[src/rtl/eeg_oram_bank_arb.sv]
// Bank-side arbiter for one ORAM demux bank: round-robin over per-master write/read sources with
// burst lock, a single-port SRAM, and a 2-entry credit-gated read-return buffer.
module eeg_oram_bank_arb #(
  parameter int ORAM_NUM_DW = 4,
  parameter int OMUX_ADD_AW = 10,
  parameter int ORAM_DAT_DW = 4
) (
  input  logic                               clk,
  input  logic                               rst_n,
  input  logic [ORAM_NUM_DW-1:0]             DMX_MTOO_DAT_VLD,
  input  logic [ORAM_NUM_DW-1:0]             DMX_MTOO_DAT_LST,
  output logic [ORAM_NUM_DW-1:0]             DMX_MTOO_DAT_RDY,
  input  logic [ORAM_NUM_DW*OMUX_ADD_AW-1:0] DMX_MTOO_DAT_ADD,
  input  logic [ORAM_NUM_DW*ORAM_DAT_DW-1:0] DMX_MTOO_DAT_DAT,
  input  logic [ORAM_NUM_DW-1:0]             DMX_MTOO_ADD_VLD,
  input  logic [ORAM_NUM_DW-1:0]             DMX_MTOO_ADD_LST,
  output logic [ORAM_NUM_DW-1:0]             DMX_MTOO_ADD_RDY,
  input  logic [ORAM_NUM_DW*OMUX_ADD_AW-1:0] DMX_MTOO_ADD_ADD,
  output logic [ORAM_NUM_DW-1:0]             DMX_OTOM_DAT_VLD,
  output logic [ORAM_NUM_DW-1:0]             DMX_OTOM_DAT_LST,
  input  logic [ORAM_NUM_DW-1:0]             DMX_OTOM_DAT_RDY,
  output logic [ORAM_NUM_DW*ORAM_DAT_DW-1:0] DMX_OTOM_DAT_DAT,
  output logic                               SRAM_CEN,
  output logic                               SRAM_WEN,
  output logic [OMUX_ADD_AW-1:0]             SRAM_ADD,
  output logic [ORAM_DAT_DW-1:0]             SRAM_DIN,
  input  logic [ORAM_DAT_DW-1:0]             SRAM_DOUT
);
  localparam int NS = 2 * ORAM_NUM_DW;
  localparam int SW = $clog2(NS);
  localparam int MW = SW - 1;

  typedef enum logic {ARB, LOCK} state_t;

  state_t          state_reg, state_next;
  logic [SW-1:0]   ptr_reg, ptr_next, lock_src_reg, lock_src_next;
  logic            pend_reg, pend_lst_reg;
  logic [MW-1:0]   pend_tag_reg;
  logic            wr_ptr_reg, rd_ptr_reg;
  logic [1:0]      occ_reg;
  logic [ORAM_DAT_DW-1:0] fifo_dat [2];
  logic [MW-1:0]          fifo_tag [2];
  logic                   fifo_lst [2];

  logic [NS-1:0]   src_vld, src_lst, src_elig, rdy;
  logic [SW-1:0]   win, idx;
  logic            win_vld, blocked, credit, push, pop, fifo_nonempty;
  logic [MW-1:0]   win_mst, head_tag;
  logic            win_is_rd, win_lst;

  assign fifo_nonempty = (occ_reg != 2'd0);
  assign head_tag      = fifo_tag[rd_ptr_reg];
  assign pop           = fifo_nonempty && DMX_OTOM_DAT_RDY[head_tag];
  assign push          = pend_reg;
  // Counts buffered, in-flight and departing entries so the buffer can never overflow.
  assign credit = (({1'b0, occ_reg} + {2'b00, pend_reg} - {2'b00, pop}) < 3'd2);

  genvar gi;
  generate
    for (gi = 0; gi < ORAM_NUM_DW; gi++) begin : g_src
      assign src_vld[2*gi]    = DMX_MTOO_DAT_VLD[gi];
      assign src_vld[2*gi+1]  = DMX_MTOO_ADD_VLD[gi];
      assign src_lst[2*gi]    = DMX_MTOO_DAT_LST[gi];
      assign src_lst[2*gi+1]  = DMX_MTOO_ADD_LST[gi];
      assign src_elig[2*gi]   = 1'b1;
      assign src_elig[2*gi+1] = credit;
      assign DMX_MTOO_DAT_RDY[gi] = rdy[2*gi];
      assign DMX_MTOO_ADD_RDY[gi] = rdy[2*gi+1];
      assign DMX_OTOM_DAT_VLD[gi] = fifo_nonempty && (head_tag == MW'(gi));
      assign DMX_OTOM_DAT_LST[gi] = fifo_nonempty && (head_tag == MW'(gi)) && fifo_lst[rd_ptr_reg];
      assign DMX_OTOM_DAT_DAT[gi*ORAM_DAT_DW +: ORAM_DAT_DW] = fifo_dat[rd_ptr_reg];
    end
  endgenerate

  // RDY of a source does not depend on its own VLD: the demux ANDs RDY across banks.
  always_comb begin
    rdy     = '0;
    win     = '0;
    win_vld = 1'b0;
    blocked = 1'b0;
    idx     = '0;
    if (state_reg == LOCK) begin
      rdy[lock_src_reg] = src_elig[lock_src_reg];
      win               = lock_src_reg;
      win_vld           = src_vld[lock_src_reg] && src_elig[lock_src_reg];
    end else begin
      for (int k = 0; k < NS; k++) begin
        idx      = SW'((32'(ptr_reg) + 32'(k)) % NS);
        rdy[idx] = !blocked && src_elig[idx];
        if (!blocked && src_vld[idx] && src_elig[idx]) begin
          blocked = 1'b1;
          win     = idx;
          win_vld = 1'b1;
        end
      end
    end
    if (!rst_n) begin
      rdy     = '0;
      win_vld = 1'b0;
    end
  end

  assign win_mst   = win[SW-1:1];
  assign win_is_rd = win[0];
  assign win_lst   = src_lst[win];

  always_comb begin
    SRAM_CEN = 1'b1;
    SRAM_WEN = 1'b1;
    SRAM_ADD = '0;
    SRAM_DIN = '0;
    if (win_vld) begin
      SRAM_CEN = 1'b0;
      if (win_is_rd) begin
        SRAM_ADD = DMX_MTOO_ADD_ADD[win_mst*OMUX_ADD_AW +: OMUX_ADD_AW];
      end else begin
        SRAM_WEN = 1'b0;
        SRAM_ADD = DMX_MTOO_DAT_ADD[win_mst*OMUX_ADD_AW +: OMUX_ADD_AW];
        SRAM_DIN = DMX_MTOO_DAT_DAT[win_mst*ORAM_DAT_DW +: ORAM_DAT_DW];
      end
    end
  end

  always_comb begin
    state_next    = state_reg;
    ptr_next      = ptr_reg;
    lock_src_next = lock_src_reg;
    if (win_vld) begin
      case (state_reg)
        ARB: begin
          ptr_next = (win == SW'(NS - 1)) ? '0 : win + 1'b1;
          if (!win_lst) begin
            state_next    = LOCK;
            lock_src_next = win;
          end
        end
        LOCK: if (win_lst) state_next = ARB;
        default: state_next = ARB;
      endcase
    end
  end

  always_ff @(posedge clk or negedge rst_n) begin
    if (!rst_n) begin
      state_reg    <= ARB;
      ptr_reg      <= '0;
      lock_src_reg <= '0;
      pend_reg     <= 1'b0;
      pend_tag_reg <= '0;
      pend_lst_reg <= 1'b0;
    end else begin
      state_reg    <= state_next;
      ptr_reg      <= ptr_next;
      lock_src_reg <= lock_src_next;
      pend_reg     <= win_vld && win_is_rd;
      pend_tag_reg <= win_mst;
      pend_lst_reg <= win_lst;
    end
  end

  always_ff @(posedge clk or negedge rst_n) begin
    if (!rst_n) begin
      wr_ptr_reg <= 1'b0;
      rd_ptr_reg <= 1'b0;
      occ_reg    <= 2'd0;
      for (int j = 0; j < 2; j++) begin
        fifo_dat[j] <= '0;
        fifo_tag[j] <= '0;
        fifo_lst[j] <= 1'b0;
      end
    end else begin
      if (push) begin
        fifo_dat[wr_ptr_reg] <= SRAM_DOUT;
        fifo_tag[wr_ptr_reg] <= pend_tag_reg;
        fifo_lst[wr_ptr_reg] <= pend_lst_reg;
        wr_ptr_reg           <= ~wr_ptr_reg;
      end
      if (pop) rd_ptr_reg <= ~rd_ptr_reg;
      occ_reg <= occ_reg + {1'b0, push} - {1'b0, pop};
    end
  end
endmodule

[config.mk]
export PLATFORM = sky130hd
export DESIGN_NAME = eeg_oram_bank_arb
export DESIGN_NICKNAME = d
export VERILOG_FILES = /design/src/rtl/eeg_oram_bank_arb.sv
export SDC_FILE = /design/constraint.sdc
export NUM_CORES = 1
export LEC_CHECK = 0
export CAP_MARGIN = 20
export CORE_MARGIN = 3
export CORE_UTILIZATION = 30
export CTS_CLUSTER_DIAMETER = 200
export CTS_CLUSTER_SIZE = 12
export DETAILED_ROUTE_END_ITERATION = 8
export PLACE_DENSITY_LB_ADDON = 0.25
export SYNTH_ARGS = -nofsm -noshare
export SYNTH_HDL_FRONTEND = slang
export SYNTH_SLANG_ARGS = --single-unit
[constraint.sdc]
create_clock -name clk -period 15.9 [get_ports clk]
set_input_delay 3.18 -clock clk [delete_from_list [all_inputs] [get_ports clk]]
set_output_delay 3.18 -clock clk [all_outputs]
set_load 0.05 [all_outputs]
* After elaboration in Yosys (flattened, before gate mapping)
Cells that the tools add are included.
** Operators by class
- $add $sub $neg :: 12
- $mul :: 1
- Order comparisons :: 24
- Eq/ne operators :: 4
- Shift operators :: 3
- Muxes and demuxes :: 126
- Bitwise gates (word level) :: 8
- Reductions and logical operators :: 54
** Operators by type and width (number)
- $shiftx 40x7->10 :: 2
- $bwmux 8 :: 8
- $mux 1 :: 60
- $bmux 1 s3 :: 19
- $logic_and 1x1->1 :: 43
- $lt 3x4->1 const B :: 10
- $mux 3 :: 10
- $demux 1 s3 :: 9
- $ge 3x1->1 const B :: 9
- $mux 4 :: 6
- $mux 10 :: 2
- $and 8x8->8 :: 2
- $mux 8 :: 2
- $shiftx 16x5->4 :: 1
- $add 3x3->3 const B :: 4
- $mux 2 :: 4
- $logic_not 1->1 :: 7
- $add 3x1->3 const B :: 2
- $add 3x2->3 const B :: 2
- $mul 2x3->5 const B :: 1
- $bwmux 4 :: 1
- $demux 4 s1 :: 1
- $eq 2x2->1 const B :: 2
- $ge 2x2->1 const B :: 2
- 19 further kinds :: 23
** Storage, ports and cells
- Register bits :: 29
- Input port bits :: 122
- Output and inout port bits :: 48
- Logic and storage cells :: 247

* Depth between registers and ports, before layout
- Depth in word-level cells :: 53
- Mapped depth :: 23
- Depth with buffers taken out :: 20

* Worst setup path after synthesis
OpenSTA, ideal clock, no wires.
- Kind :: in2out
- Start :: input DMX_OTOM_DAT_RDY[2]
- End :: output SRAM_ADD[0]
- Data arrival time :: 7.664 ns
- Data required time :: 12.720 ns
- Setup slack :: 5.056 ns
- Stages on the path :: 19
- Buffers on the path :: 2
- Cells stage by stage :: nor2b_1 a211oi_1 a211oi_1 ha_1 inv_1 ha_1 fa_1 xnor2_1 o21ai_1 nand2_1 and4_1 buf_2 a221oi_2 o21ai_4 nand2_4 buf_1 nand2_1 a311o_1 a21oi_1
** On the way
- Word-level cells in the longest chain between the ends :: 49
- Elaborated cells on any way between the ends :: 83
** RTL lines
- start: declaration :: line 21 : input logic [ORAM_NUM_DW-1:0] DMX_OTOM_DAT_RDY,
- $bmux 1 s2 * :: line 53 : assign pop = fifo_nonempty && DMX_OTOM_DAT_RDY[head_tag];
- $mux 1 (not written as such) * :: line 53
- $logic_and 1x1->1 * :: line 53
- net pop :: line 47 : logic win_vld, blocked, credit, push, pop, fifo_nonempty;
- $sub 3x1->3 * :: line 56 : assign credit = (({1'b0, occ_reg} + {2'b00, pend_reg} - {2'b00, pop}) < 3'd2);
- $lt 3x2->1 * :: line 56
- $bmux 1 s3 :: line 90 : if (!blocked && src_vld[idx] && src_elig[idx]) begin
- $mux 1 (not written as such) :: line 90
- [33 not listed]
- $logic_not 1->1 :: line 90
- $logic_and 1x1->1 (2 in a row) :: line 90
- $mux 3 :: line 90
- $mux 3 :: line 82 : if (state_reg == LOCK) begin
- $mul 2x3->5 :: line 115, 118
- $shiftx 40x7->10, on equally long branches :: line 118, 115
- $mux 10 :: line 114 : if (win_is_rd) begin
- $mux 10 * :: line 112 : if (win_vld) begin
- end: declaration :: line 25 : output logic [OMUX_ADD_AW-1:0] SRAM_ADD,
The timed path passes the listed nets; every way through them passes the cells marked *. The select of a mux whose other input is x is not followed.

* Worst setup path in the final report
- Start :: input DMX_OTOM_DAT_RDY[2]
- End :: output SRAM_ADD[8]
The elaborated chain is that of the path after synthesis.

==> out/summary.log <==
[status] outcome completed
[sta] FMAX 0.0779 GHz
[worst_setup_path] Critical Path Slowest Stage Cell clkdlybuf4s50_1
[worst_setup_path] cells along the critical path clkdlybuf4s50_1 -> nor2b_1 -> a211oi_1 -> a211oi_1 -> ha_1 -> inv_1 -> ha_1 -> fa_1 -> xnor2_1 -> o21ai_1 -> and3_1 -> nor4_2 -> a221oi_2 -> o21ai_4 -> nand2_4 -> clkinv_2 -> nand2_1 -> a311o_1 -> a21oi_1 -> clkdlybuf4s50_1
[final_layout] Most flops, register fifo_dat
[place] placed cell count 920
[grt] most utilized layer in the global route result met2
[logic_synthesis] Synthesized Nets 726
[clock_tree] Bufs on Longest Clock Path 2
[grt] largest net degree at the start of global routing 52
[drt] number of iterations in the first detailed-routing pass 6
[drt] via count 5412
[final_layout] fraction of final layout cells sized beyond drive strength 1 0.130
[run] max-capacitance violation count 0
[sta] Hold Violations, Final 0
[logic_synthesis] EDFF count, synth 0
[die] core area 15400 µm²
[final_layout] share of the core filled with cells 0.427
[logic_synthesis] prevailing post-synth register cell dfrtp_1
[die] floorplan die width 132 µm
[final_layout] Regs by FF count fifo_dat: 8 flops, fifo_tag: 4 flops
[final_layout] number of flip-flops under the largest register name 8
[clock_tree] cells resized by post-CTS repair 0
[sta] share of the clock period used by the worst path after layout 0.807
[drt] remaining antenna violation count after routing 0
[logic_synthesis] Avg Cell Area, Syn 8.05 µm²
[grt] met2 track utilization from global routing 0.321
[worst_setup_path] delay-heaviest family, CP compound AO/OA/AOI/OAI gates
[grt] antenna violations before repair 0
[final_layout] Antenna diodes 0
[clock_tree] hold bufs inserted after CTS 0
[place] routability-driven placement congestion ratio 0.949
[clock_tree] clock tree root buffer cell clkbuf_16
[sta] relative max-transition margin 0.309
[clock_tree] CTS buffer count 5
[sta] accumulated negative setup slack 0 ns
[logic_synthesis] Synth Warn # 0
[grt] total routing resource utilization after global routing 0.198
[grt] fraction of met3 tracks used by global routing 0.0332
[worst_setup_path] CP Launch Type primary input
[logic_synthesis] dominant cell by count in the synthesized netlist nand2_1
[drt] Remaining DRCs 0
[final_layout] area added between synthesis and finish 37.6%
[min_path] min-delay worst type reg -> reg
[worst_setup_path] crit path max fanout 27
[die] die extent in y 132 µm
[grt] M1 GR Usage 0.270
[clock_tree] CTS sink cnt 29
[die] site row count 45
[drt] via-per-instance ratio 5.83
[logic_synthesis] share of synthesized area occupied by flip-flops and latches 0.152
[clock_tree] post-CTS setup-driven buffer insertion count 0
[die] IO Count 170
[logic_synthesis] share of synthesized registers carrying an async set or reset 1.00
[sta] unrepaired setup endpoints after global routing no
[final_layout] Final Instance Count excl. Fillers 929
[clock_tree] number of H-tree levels 2
[logic_synthesis] synthesized netlist cell count 593
[worst_setup_path] data required time at the worst endpoint 12.72 ns
[logic_synthesis] Yosys top cell by area dfrtp_1
[sta] hold slack 0.495 ns
[logic_synthesis] Distinct cells, synth 81
[worst_setup_path] CP max stage delay 0.82 ns
[drt] initial drt markers 484
[sta] final worst clock skew 0.00721 ns
[die] die area 17500 µm²
[worst_setup_path] category of the most critical setup path in -> out
[worst_setup_path] Worst Setup End Kind primary output
[sta] setup violators final 0
[worst_setup_path] Arrival @ worst endpoint 9.65 ns
[sta] count of pins over their slew limit 0
[grt] vias in the first global route 5296
[sta] minimum period implied by the final worst setup slack 12.83 ns
[sta] transition time at the pin with the least slew margin 1.03 ns
[drt] routed length per instance 19.8 µm
[die] initial core utilization 0.310
[clock_tree] clock tree from TritonCTS yes
[clock_tree] clock slew at reported path FFs 0.04 ns
[drt] post-detailed-routing wire length 18.4 mm
[logic_synthesis] proportion of netlist area held by the largest area contributor 0.152
[logic_synthesis] leading cell types by total area after synthesis dfrtp_1 15%, mux4_2 8.5%, mux2_2 6.6%
[clock_tree] Worst-Skew Late Latency 0.27 ns
[logic_synthesis] total standard cell area after synthesis 4770 µm²
[logic_synthesis] synth cell count leaders 77 x nand2_1, 38 x o21ai_0, 35 x nor2_1
[logic_synthesis] Yosys reg bits 29
[worst_setup_path] crit path buf inv count 4
[grt] first-pass GRT wire length 28.7 mm
[place] total half-perimeter wirelength after legalization and detailed placement 14.2 mm
[place] count of input and output buffers 169
[grt] sum of overflow across all layers after global routing 0
[final_layout] Layout Nets 850
[worst register-to-register path, stage by stage (launching register included)]
cell,delay [ns]
dfrtp_1,0.60
mux2i_1,0.56
nor2b_1,0.10
a211oi_1,0.24
a211oi_1,0.11
ha_1,0.30
inv_1,0.04
ha_1,0.18
fa_1,0.37
xnor2_1,0.40
o21ai_1,0.30
and3_1,0.40
nor4_2,0.65
a221oi_2,0.17
o21ai_4,0.59
nand2_4,0.36
clkinv_2,0.39
o2111ai_1,0.22
a31oi_2,0.28
mux2_1,0.35
[cell families after synthesis]
family                   share of synthesized area
multiplexers                                 0.207
XOR/XNOR                                    0.0160
AND/OR/NAND/NOR                              0.243
adder cells (fa/ha/maj)                     0.0304
buffers and inverters                       0.0879
flip-flops                                   0.152
AO/OA/AOI/OAI                                0.263
[per-stage QoR]
stage	cell area, µm²	setup slack (ns)
2_1_floorplan	4770	5.06
3_3_place_gp	6410	3.22
3_5_place_dp	6410	3.10
4_1_cts	6550	3.06
5_1_grt	6560	2.51
6_report	6560	3.07
[placed cells by master (no fill, tap or decap), drive strengths merged, types with 7 or more instances in the layout]
cell type        n
clkdlybuf4s50  169
nand2           79
o21ai           44
nor2            35
mux2            35
nand3           32
dfrtp           29
and3            28
a21oi           25
a311o           20
nor3            19
mux4            18
mux2i           18
inv             15
a31oi           12
a211oi          10
ha              10
nand2b           7
and2             7
[cell type report]
class / instances / area [µm²]
Multi-Input combinational cell: 489 / 3630
Inverter: 17 / 65.1
Fill cell: 1537 / 8810
Sequential cell: 29 / 726
Clock inverter: 3 / 17.5
Tap cell: 211 / 264
Clock buffer: 5 / 125
Timing Repair Buffer: 175 / 1740
[routing by layer]
metal,vias to the layer above,wire length [µm]
met5,-,0
met1,2594,7820
li1,2499,-
met2,272,8600
met4,0,607
met3,47,1370
[final timing paths]
check	slack, ns	start	end	cells after the start
min reg2reg	0.50	wr_ptr_reg	wr_ptr_reg	1
max	3.07	DMX_OTOM_DAT_RDY[2]	SRAM_ADD[8]	20
max reg2reg	9.19	rd_ptr_reg	lock_src_reg[1]	19
min in group asynchronous	3.33	rst_n	occ_reg[0]	2
min	0.50	wr_ptr_reg	wr_ptr_reg	1
max in group asynchronous	12.26	rst_n	wr_ptr_reg	2
Power is left out: the tool's default activity adds up to more than one toggle a clock period on the data nets, which glitch-free logic cannot reach.
